`src/rtl/bus_matrix_in_stage_if.sv`:
```
// Bus bundle for one bus matrix input port: master-side AHB signals,
// decoder/slave-path feedback and the address phase sent to the output stages.
interface bus_matrix_in_stage_if #(
    parameter int ADDR_W = 32
);
    // master side
    logic              HSELS;
    logic [ADDR_W-1:0] HADDRS;
    logic [1:0]        HTRANSS;
    logic              HWRITES;
    logic [2:0]        HSIZES;
    logic [2:0]        HBURSTS;
    logic [3:0]        HPROTS;
    logic              HMASTLOCKS;
    logic              HREADYS;
    logic              HREADYOUTS;
    logic              HRESPS;
    // decoder / slave path
    logic              active_dec;
    logic              readyout_dec;
    logic              resp_dec;
    // towards arbiters and output stages
    logic              req_port;
    logic              sel_op;
    logic [ADDR_W-1:0] addr_op;
    logic [1:0]        trans_op;
    logic              write_op;
    logic [2:0]        size_op;
    logic [2:0]        burst_op;
    logic [3:0]        prot_op;
    logic              mastlock_op;

    modport slave (
        input  HSELS, HADDRS, HTRANSS, HWRITES, HSIZES, HBURSTS,
        input  HPROTS, HMASTLOCKS, HREADYS,
        input  active_dec, readyout_dec, resp_dec,
        output HREADYOUTS, HRESPS,
        output req_port, sel_op, addr_op, trans_op, write_op,
        output size_op, burst_op, prot_op, mastlock_op
    );

    modport master (
        output HSELS, HADDRS, HTRANSS, HWRITES, HSIZES, HBURSTS,
        output HPROTS, HMASTLOCKS, HREADYS,
        output active_dec, readyout_dec, resp_dec,
        input  HREADYOUTS, HRESPS,
        input  req_port, sel_op, addr_op, trans_op, write_op,
        input  size_op, burst_op, prot_op, mastlock_op
    );
endinterface

```
`src/rtl/bus_matrix_in_stage.sv`:
```
// Input stage for one master port of the AHB bus matrix: holds an address
// phase the selected output port could not take, stalls the master until it
// is accepted, and drives the port request and the live/held address phase.
// Ports: HCLK, HRESETn (async, active-low); bus = slave view of the bundle.
module bus_matrix_in_stage #(
    parameter int ADDR_W = 32
) (
    input  logic                        HCLK,
    input  logic                        HRESETn,
    bus_matrix_in_stage_if.slave        bus
);

    typedef enum logic {
        IDLE = 1'b0,
        PEND = 1'b1
    } state_t;

    typedef struct packed {
        logic              sel;
        logic [ADDR_W-1:0] addr;
        logic [1:0]        trans;
        logic              write;
        logic [2:0]        size;
        logic [2:0]        burst;
        logic [3:0]        prot;
        logic              mastlock;
    } aphase_t;

    state_t  state;
    aphase_t held;
    aphase_t live;
    aphase_t cur;
    logic    pend_tran;
    logic    trans_req;

    assign pend_tran = (state == PEND);

    // NONSEQ/SEQ address phase completing at the master this cycle
    assign trans_req = bus.HSELS & bus.HTRANSS[1] & bus.HREADYS;

    assign live = '{
        sel:      bus.HSELS,
        addr:     bus.HADDRS,
        trans:    bus.HTRANSS,
        write:    bus.HWRITES,
        size:     bus.HSIZES,
        burst:    bus.HBURSTS,
        prot:     bus.HPROTS,
        mastlock: bus.HMASTLOCKS
    };

    always_ff @(posedge HCLK or negedge HRESETn) begin
        if (!HRESETn) begin
            state <= IDLE;
            held  <= '0;
        end else begin
            // Capture every completed phase while idle so the register
            // already holds the transfer when PEND is entered.
            if (state == IDLE && bus.HREADYS)
                held <= live;
            unique case (state)
                IDLE: if (trans_req && !bus.active_dec) state <= PEND;
                PEND: if (bus.active_dec)               state <= IDLE;
                default:                                state <= IDLE;
            endcase
        end
    end

    assign cur = pend_tran ? held : live;

    assign bus.sel_op      = cur.sel;
    assign bus.addr_op     = cur.addr;
    assign bus.trans_op    = cur.trans;
    assign bus.write_op    = cur.write;
    assign bus.size_op     = cur.size;
    assign bus.burst_op    = cur.burst;
    assign bus.prot_op     = cur.prot;
    assign bus.mastlock_op = cur.mastlock;

    // BUSY is forwarded on trans_op but never requests the port
    assign bus.req_port   = pend_tran | (bus.HSELS & bus.HTRANSS[1]);

    // Master's data phase is stalled until the held address is accepted
    assign bus.HREADYOUTS = pend_tran ? 1'b0 : bus.readyout_dec;
    assign bus.HRESPS     = pend_tran ? 1'b0 : bus.resp_dec;

endmodule

```
`src/flat_wrapper.sv`:
```
// flat-port wrapper written by rule: the top's interface ports become plain ports
module bus_matrix_in_stage_flat 
#(
    parameter int ADDR_W = 32
)
  (HCLK, HRESETn, bus_HSELS, bus_HADDRS, bus_HTRANSS, bus_HWRITES, bus_HSIZES, bus_HBURSTS, bus_HPROTS, bus_HMASTLOCKS, bus_HREADYS, bus_active_dec, bus_readyout_dec, bus_resp_dec, bus_HREADYOUTS, bus_HRESPS, bus_req_port, bus_sel_op, bus_addr_op, bus_trans_op, bus_write_op, bus_size_op, bus_burst_op, bus_prot_op, bus_mastlock_op);
  bus_matrix_in_stage_if #(.ADDR_W(ADDR_W)) bus_i ();
  input  logic HCLK;
  input  logic HRESETn;
  input wire logic [$bits(bus_i.HSELS)-1:0] bus_HSELS;
  input wire logic [$bits(bus_i.HADDRS)-1:0] bus_HADDRS;
  input wire logic [$bits(bus_i.HTRANSS)-1:0] bus_HTRANSS;
  input wire logic [$bits(bus_i.HWRITES)-1:0] bus_HWRITES;
  input wire logic [$bits(bus_i.HSIZES)-1:0] bus_HSIZES;
  input wire logic [$bits(bus_i.HBURSTS)-1:0] bus_HBURSTS;
  input wire logic [$bits(bus_i.HPROTS)-1:0] bus_HPROTS;
  input wire logic [$bits(bus_i.HMASTLOCKS)-1:0] bus_HMASTLOCKS;
  input wire logic [$bits(bus_i.HREADYS)-1:0] bus_HREADYS;
  input wire logic [$bits(bus_i.active_dec)-1:0] bus_active_dec;
  input wire logic [$bits(bus_i.readyout_dec)-1:0] bus_readyout_dec;
  input wire logic [$bits(bus_i.resp_dec)-1:0] bus_resp_dec;
  output wire logic [$bits(bus_i.HREADYOUTS)-1:0] bus_HREADYOUTS;
  output wire logic [$bits(bus_i.HRESPS)-1:0] bus_HRESPS;
  output wire logic [$bits(bus_i.req_port)-1:0] bus_req_port;
  output wire logic [$bits(bus_i.sel_op)-1:0] bus_sel_op;
  output wire logic [$bits(bus_i.addr_op)-1:0] bus_addr_op;
  output wire logic [$bits(bus_i.trans_op)-1:0] bus_trans_op;
  output wire logic [$bits(bus_i.write_op)-1:0] bus_write_op;
  output wire logic [$bits(bus_i.size_op)-1:0] bus_size_op;
  output wire logic [$bits(bus_i.burst_op)-1:0] bus_burst_op;
  output wire logic [$bits(bus_i.prot_op)-1:0] bus_prot_op;
  output wire logic [$bits(bus_i.mastlock_op)-1:0] bus_mastlock_op;
  assign bus_i.HSELS = bus_HSELS;
  assign bus_i.HADDRS = bus_HADDRS;
  assign bus_i.HTRANSS = bus_HTRANSS;
  assign bus_i.HWRITES = bus_HWRITES;
  assign bus_i.HSIZES = bus_HSIZES;
  assign bus_i.HBURSTS = bus_HBURSTS;
  assign bus_i.HPROTS = bus_HPROTS;
  assign bus_i.HMASTLOCKS = bus_HMASTLOCKS;
  assign bus_i.HREADYS = bus_HREADYS;
  assign bus_i.active_dec = bus_active_dec;
  assign bus_i.readyout_dec = bus_readyout_dec;
  assign bus_i.resp_dec = bus_resp_dec;
  assign bus_HREADYOUTS = bus_i.HREADYOUTS;
  assign bus_HRESPS = bus_i.HRESPS;
  assign bus_req_port = bus_i.req_port;
  assign bus_sel_op = bus_i.sel_op;
  assign bus_addr_op = bus_i.addr_op;
  assign bus_trans_op = bus_i.trans_op;
  assign bus_write_op = bus_i.write_op;
  assign bus_size_op = bus_i.size_op;
  assign bus_burst_op = bus_i.burst_op;
  assign bus_prot_op = bus_i.prot_op;
  assign bus_mastlock_op = bus_i.mastlock_op;
  bus_matrix_in_stage #(.ADDR_W(ADDR_W)) u_core (.HCLK(HCLK), .HRESETn(HRESETn), .bus(bus_i));
endmodule
```
`config.mk`:
```
export PLATFORM = sky130hd
export DESIGN_NAME = bus_matrix_in_stage_flat
export DESIGN_NICKNAME = d
export VERILOG_FILES = /design/src/rtl/bus_matrix_in_stage_if.sv /design/src/rtl/bus_matrix_in_stage.sv /design/src/flat_wrapper.sv
export SDC_FILE = /design/constraint.sdc
export NUM_CORES = 1
export LEC_CHECK = 0
export CORE_AREA = 2 2 80 82
export CTS_CLUSTER_SIZE = 30
export DETAILED_ROUTE_END_ITERATION = 10
export DIE_AREA = 0 0 82 84
export PLACE_DENSITY = 0.78
export SLEW_MARGIN = 20
export SYNTH_ARGS = -nofsm -noshare
export SYNTH_HDL_FRONTEND = slang
export SYNTH_SLANG_ARGS = --single-unit
```
`constraint.sdc`:
```
create_clock -name HCLK -period 1.5 [get_ports HCLK]
set_clock_uncertainty 0.05 [all_clocks]
set_input_delay 0.375 -clock HCLK [delete_from_list [all_inputs] [get_ports HCLK]]
set_output_delay 0.375 -clock HCLK [all_outputs]
set_load 0.01 [all_outputs]
```
==> flow_summary.toml, run 1 <==
[status]
outcome = "complete, but fails checks"
violations = "setup timing"

[cts]
cts_buffers = 5
h-tree-depth = 2
cts.sinks = 48
clockRootBuffer = "clkbuf_8"
tritoncts = "yes"
clockBufferDepth = 2
clk_latency_ps = 290
clkTransAtPathRegs_ps = 90
postCtsHoldBufs = 0

[floorplanning]
fp.dieArea_um2 = 6890
fp.dieW_um = 82
fp.dieH_um = 84
row_count = 29
io_pins = 103
core_um2 = 6100
initial_core_util_pct = 41.1

[placement]
hpwl_um = 3710
place_area_um2 = 3770
gp_congestion = 0.674
dp.cells = 348
numPortBuffers = 102

[timing]
fin_crit_ps = 1940
maxSlewViolCount = 0
finalCritPeriodShare_pct = 130
finalSetupViolCount = 97
fmaxAchievable_mhz = 514
fin_ws_ps = -444
rsz0062_at_grt = "true"
hold_viol = 0
tns_ps = -26760
worst_slew_pin_slew_ps = 262
relSlewSlack_pct = 82.5

[power_and_ir_drop]
p_leak_nw = 1.96
p_per_area_nw_per_um2 = 811
ir_worst_vdd_v = 0.000428

[route]
first_pass_iters = 4
postRouteAntennaNets = 0
wl_per_cell_um = 16.3
drc = 0
vias = 1824
drt-initial-drc-count = 25
viasPerCell = 4.85
drt_wl_total_um = 6150

[grt]
grt_pass1_vias = 2004
grtUsageTotal_pct = 19.0
grt_start_max_net_pins = 49
grt_first_pass_wirelength_um = 10100
antenna_found_initial = 0
overflow = 0
grtUsageMet2_pct = 31.6
grt_use_met1_pct = 24.7
gr-usage-met3_pct = 5.41
grt_busiest_layer = "met2"

[synthesis]
synth_area_leaders = "dfrtp_1 (48%), mux2_2 (29%), mux2_4 (18%)"
synth_top_cell_area_share_pct = 48.0
syn_nets = 212
synthCells = 159
yosysWarnings = 0
yosysTopAreaCell = "dfrtp_1"
yosysSeqAreaShare_pct = 48.0
avgSynthCellArea_um2 = 15.7
synth.distinct_cells = 10
synth_area_um2 = 2500
synth-seq-cells = 48

[finish]
fin_nets = 351
area_growth_pct = 72.9
finish.utilization_pct = 71.0
fin_area_um2 = 4330
antenna_cells = 0
finalNonFillerCells = 376
final_cell_mix = "mux2_2 (59), buf_6 (53), clkdlybuf4s50_1 (51)"
drive_above_1_share_pct = 64.9
mostFrequentLayoutCell = "mux2_2"

[worst_setup_path]
critPathCaptureType = "output port"
reg2regPathDepth = 5
r2r_slack_ps = -180
reg2reg_to = "u_core.held[16]"
worst-endpoint-required_ps = 1070
cp.arrival_ps = 1520
critPathLaunch = "u_core.pend_tran"
crit_fanout = 5
critPathKind = "flop to output port"
cp-start-kind = "flop"
timing.rr.start = "u_core.pend_tran"

[job]
max-cap-violations = 0

[worst_hold_path]
worstHoldPathType = "input port to async pin"
[how the worst max path moves through the flow]
stage	endpoint	slack [ps]	cells after the start
4_1_cts	bus_addr_op[30]	-460	5
2_1_floorplan	bus_addr_op[0]	80	3
3_3_place_gp	bus_trans_op[1]	-530	3
3_5_place_dp	bus_trans_op[1]	-530	3
6_report	bus_addr_op[1]	-440	5
5_1_grt	bus_trans_op[1]	-480	5
[where the power goes]
part | switching, mW | total, mW | internal [mW]
clock | 0.411 | 0.788 | 0.377
sequential | 0.0856 | 1.54 | 1.45
combinational | 0.373 | 1.18 | 0.810
[worst max-delay path, cell delays in order (launching register included)]
cell and delay [ps]:
dfrtp_2 420, buf_6 120, buf_6 130, buf_16 130
mux2_4 300, buf_6 120
[what timing repair did]
| action | CTS | global route |
|---|---|---|
| gates cloned | 9 | 1 |
| buffers inserted | 10 | 2 |
| endpoints found under the setup margin | 83 | 97 |
| gates resized for setup | 267 | 1 |
[cell usage after synthesis]
| library cell | number |
|---|---|
| mux2_4 | 30 |
| nor2_1 | 1 |
| buf_6 | 5 |
| dfrtp_1 | 48 |
| nor2b_1 | 2 |
| a31oi_1 | 1 |
| nand2b_4 | 1 |
| buf_2 | 6 |
| mux2_2 | 64 |
| a21o_1 | 1 |
[cell families (layout without fill, tap and decap cells)]
kind of cell,Yosys count,count (layout),synth area share [%]
compound gates,2,2,0.550
buf+inv,11,151,3.45
flops,48,48,48.0
mux,94,94,46.8
simple gates,4,4,1.20
[area by class of cell]
cell class                      count  area, µm²
Fill cell                         440       1770
Timing Repair Buffer              143       1710
Multi-Input combinational cell    100       1230
Sequential cell                    48       1200
Tap cell                           77       96.3
Clock buffer                        8       90.1
[state kept, by name (all words and copies together) (netlist names)]
signal	count
u_core.pend_tran	1
u_core.held	47
[layer usage]
layer / share of wire [%] / up-vias
met5: 0 / -
met4: 1.1 / 0
met1: 43 / 906
met3: 6.7 / 7
met2: 49 / 59
li1: - / 852
[per-stage QoR]
step	setup WS, ps	hold slack, ps	total power [mW]
floorplan	79.6	29.4	2.03
global placement	-530	331	2.53
detailed placement	-533	333	2.55
CTS	-456	14.0	3.52
global route	-477	19.0	3.68
finish	-444	4.05	3.51
No activity file was read; power rests on OpenSTA's default activity.
==> run 2: changes to the inputs <==
--- a/config.mk
+++ b/config.mk
@@ -5,11 +5,11 @@
 export SDC_FILE = /design/constraint.sdc
 export NUM_CORES = 1
 export LEC_CHECK = 0
-export CORE_AREA = 2 2 80 82
+export CORE_AREA = 2 2 78 80
 export CTS_CLUSTER_SIZE = 30
 export DETAILED_ROUTE_END_ITERATION = 10
-export DIE_AREA = 0 0 82 84
-export PLACE_DENSITY = 0.78
+export DIE_AREA = 0 0 80 82
+export DONT_BUFFER_PORTS = 1
 export SLEW_MARGIN = 20
 export SYNTH_ARGS = -nofsm -noshare
 export SYNTH_HDL_FRONTEND = slang
==> run 2 against run 1 <==
  * The flow finishes with violations (hold timing, setup timing)
  * Combinational power shrank 48%
  * Clock power grew 1%
  * Largest cell class is now multi-input gates
  * Global-route usage shrank 4.1 points
  * Non-clock buffer count shrank 131
  * Maximum frequency grew 10%
  * Register-to-register slack gained 260 ps
  * Sequential share of layout area grew 14 points
  * Sequential power is essentially flat
  * Largest power group unchanged
  * Cell count shrank 35%
  * Critical path depth shrank 2
  * Utilization shrank 21 points
  * Sequential cell count is the same
==> flow_summary.toml, run 2 (synthesized netlist as in run 1, its figures left out) <==
[finish]
antenna_cells = 0
nFillCells = 493
largest_register_ffs = 47
fin_nets = 220
final_cell_mix = "mux2_2 (58), dfrtp_1 (47), mux2_4 (36)"
area_growth_pct = 14.7
largest-register = "u_core.held"
mostFrequentLayoutCell = "mux2_2"
finish.utilization_pct = 50.0
multiInputGateArea_um2 = 1250
drive_above_1_share_pct = 69.6
seqCellArea_um2 = 1200

[floorplanning]
core_um2 = 5750
fp.dieH_um = 82
io_pins = 103
fp.dieW_um = 80
fp.dieArea_um2 = 6560
row_count = 28
initial_core_util_pct = 43.6

[worst_setup_path]
cpPeakStageDelay_ps = 400
crit_buf_inv = 2
cp.arrival_ps = 1340
cp_slowest_cell = "dfrtp_2"
crit_chain = "buf_12 > clkbuf_16 > mux2_2"
critPathKind = "flop to output port"
critPathCaptureType = "output port"
cp-start-kind = "flop"
crit_fanout = 7
r2r_slack_ps = 80
critPathTopFamily = "flip-flops"
worst-endpoint-required_ps = 1070

[grt]
grt_start_max_net_pins = 49
grt_pass1_vias = 1400
grt_first_pass_wirelength_um = 7250
antenna_found_initial = 0
overflow = 0
grtUsageTotal_pct = 14.9

[status]
outcome = "complete, but fails checks"
violations = "hold timing, setup timing"

[worst_hold_path]
worstHoldPathType = "input port to async pin"

[cts]
cts_buffers = 5
h-tree-depth = 2
clk_latency_ps = 290
clockRootBuffer = "clkbuf_8"
clkTransAtPathRegs_ps = 90
tritoncts = "yes"
clockBufferDepth = 2
cts.sinks = 48

[route]
drc = 0
drt_wl_total_um = 5000
wl_per_cell_um = 20.6
postRouteAntennaNets = 0
wl_met2_um = 2630
drt-initial-drc-count = 32
first_pass_iters = 4
viasPerCell = 5.53
vias = 1344
drt-met1-wl_um = 1920
met3WireLength_um = 383
highest_layer = "met4"

[power_and_ir_drop]
p_leak_nw = 1.25
ir_worst_vdd_v = 0.000460
p_per_area_nw_per_um2 = 1030
p_total_mw = 2.95

[timing]
fin_ws_ps = -268
finalCritPeriodShare_pct = 118
maxSlewViolCount = 0
fin_crit_ps = 1770
fmaxAchievable_mhz = 566
tns_ps = -12380
worst_slew_pin_slew_ps = 172
hold_viol = 48
finalSetupViolCount = 50
rsz0062_at_grt = "true"
hold_ws_ps = -291
relSlewSlack_pct = 88.5

[placement]
hpwl_um = 3410
place_ws_ps = 38.8
gp_congestion = 0.722
numPortBuffers = 0

[job]
max-cap-violations = 0
## run 2: cell count changes in the layout (fill, tap and decap cells not counted), moves of 2 or more
cell             change
buf_4               -14
nor2b_4              +2
nor2b_1              -2
buf_16               -7
buf_12               -3
clkdlybuf4s50_1     -51
buf_2                -4
buf_6               -53
## run 2: final cells by class
type	instances	area share, %
repair buffers	12	7.93
multi-input cells	100	43.6
clock buffers	7	3.01
well taps	75	3.27
clock inverters	1	0.262
flip-flops and latches	48	41.9
## run 2: what timing repair did
item / CTS / global route
cloned: 1 / 2
gates resized for setup: 6 / 7
buffers inserted: 4 / 0
endpoints found under the hold margin: 48 / 48
setup endpoints to repair: 50 / 50
## run 2: where the power goes
| part | switching [mW] | leakage [nW] | internal [mW] |
|---|---|---|---|
| clock network | 0.421 | 0.0445 | 0.375 |
| logic | 0.231 | 0.647 | 0.384 |
| registers | 0.0887 | 0.561 | 1.45 |
| total | 0.741 | 1.25 | 2.21 |
## run 2: final timing paths
| kind | from | cells after the start | end |
|---|---|---|---|
| max | u_core.pend_tran | 3 | bus_addr_op[25] |
| min reg2reg | u_core.held[1] | 1 | u_core.held[1] |
| min in group HCLK | bus_active_dec | 1 | u_core.pend_tran |
| max in group asynchronous | HRESETn | 0 | u_core.pend_tran |
| min | HRESETn | 0 | u_core.held[30] |
| max reg2reg | u_core.pend_tran | 4 | u_core.held[9] |
## run 2: worst register-to-register path, stage by stage (launching register included)
cell and delay (ps):
dfrtp_2 400, buf_12 130, nand2b_4 150, buf_12 200
mux2_2 380
## run 2: routing by layer
metal | global-route usage, % | up-vias
met5 | 0 | -
met4 | 5.59 | 0
met3 | 4.51 | 8
met2 | 25.8 | 63
met1 | 17.5 | 687
li1 | - | 586
## run 2: metrics by stage
step                      hold WS, ps  instance area [µm²]  cells
after floorplan                  29.4                 2500    159
after global placement           30.5                 2610    228
after detailed placement         30.4                 2610    228
after CTS                        -303                 2790    241
after global routing             -316                 2870    243
final                            -291                 2870    243
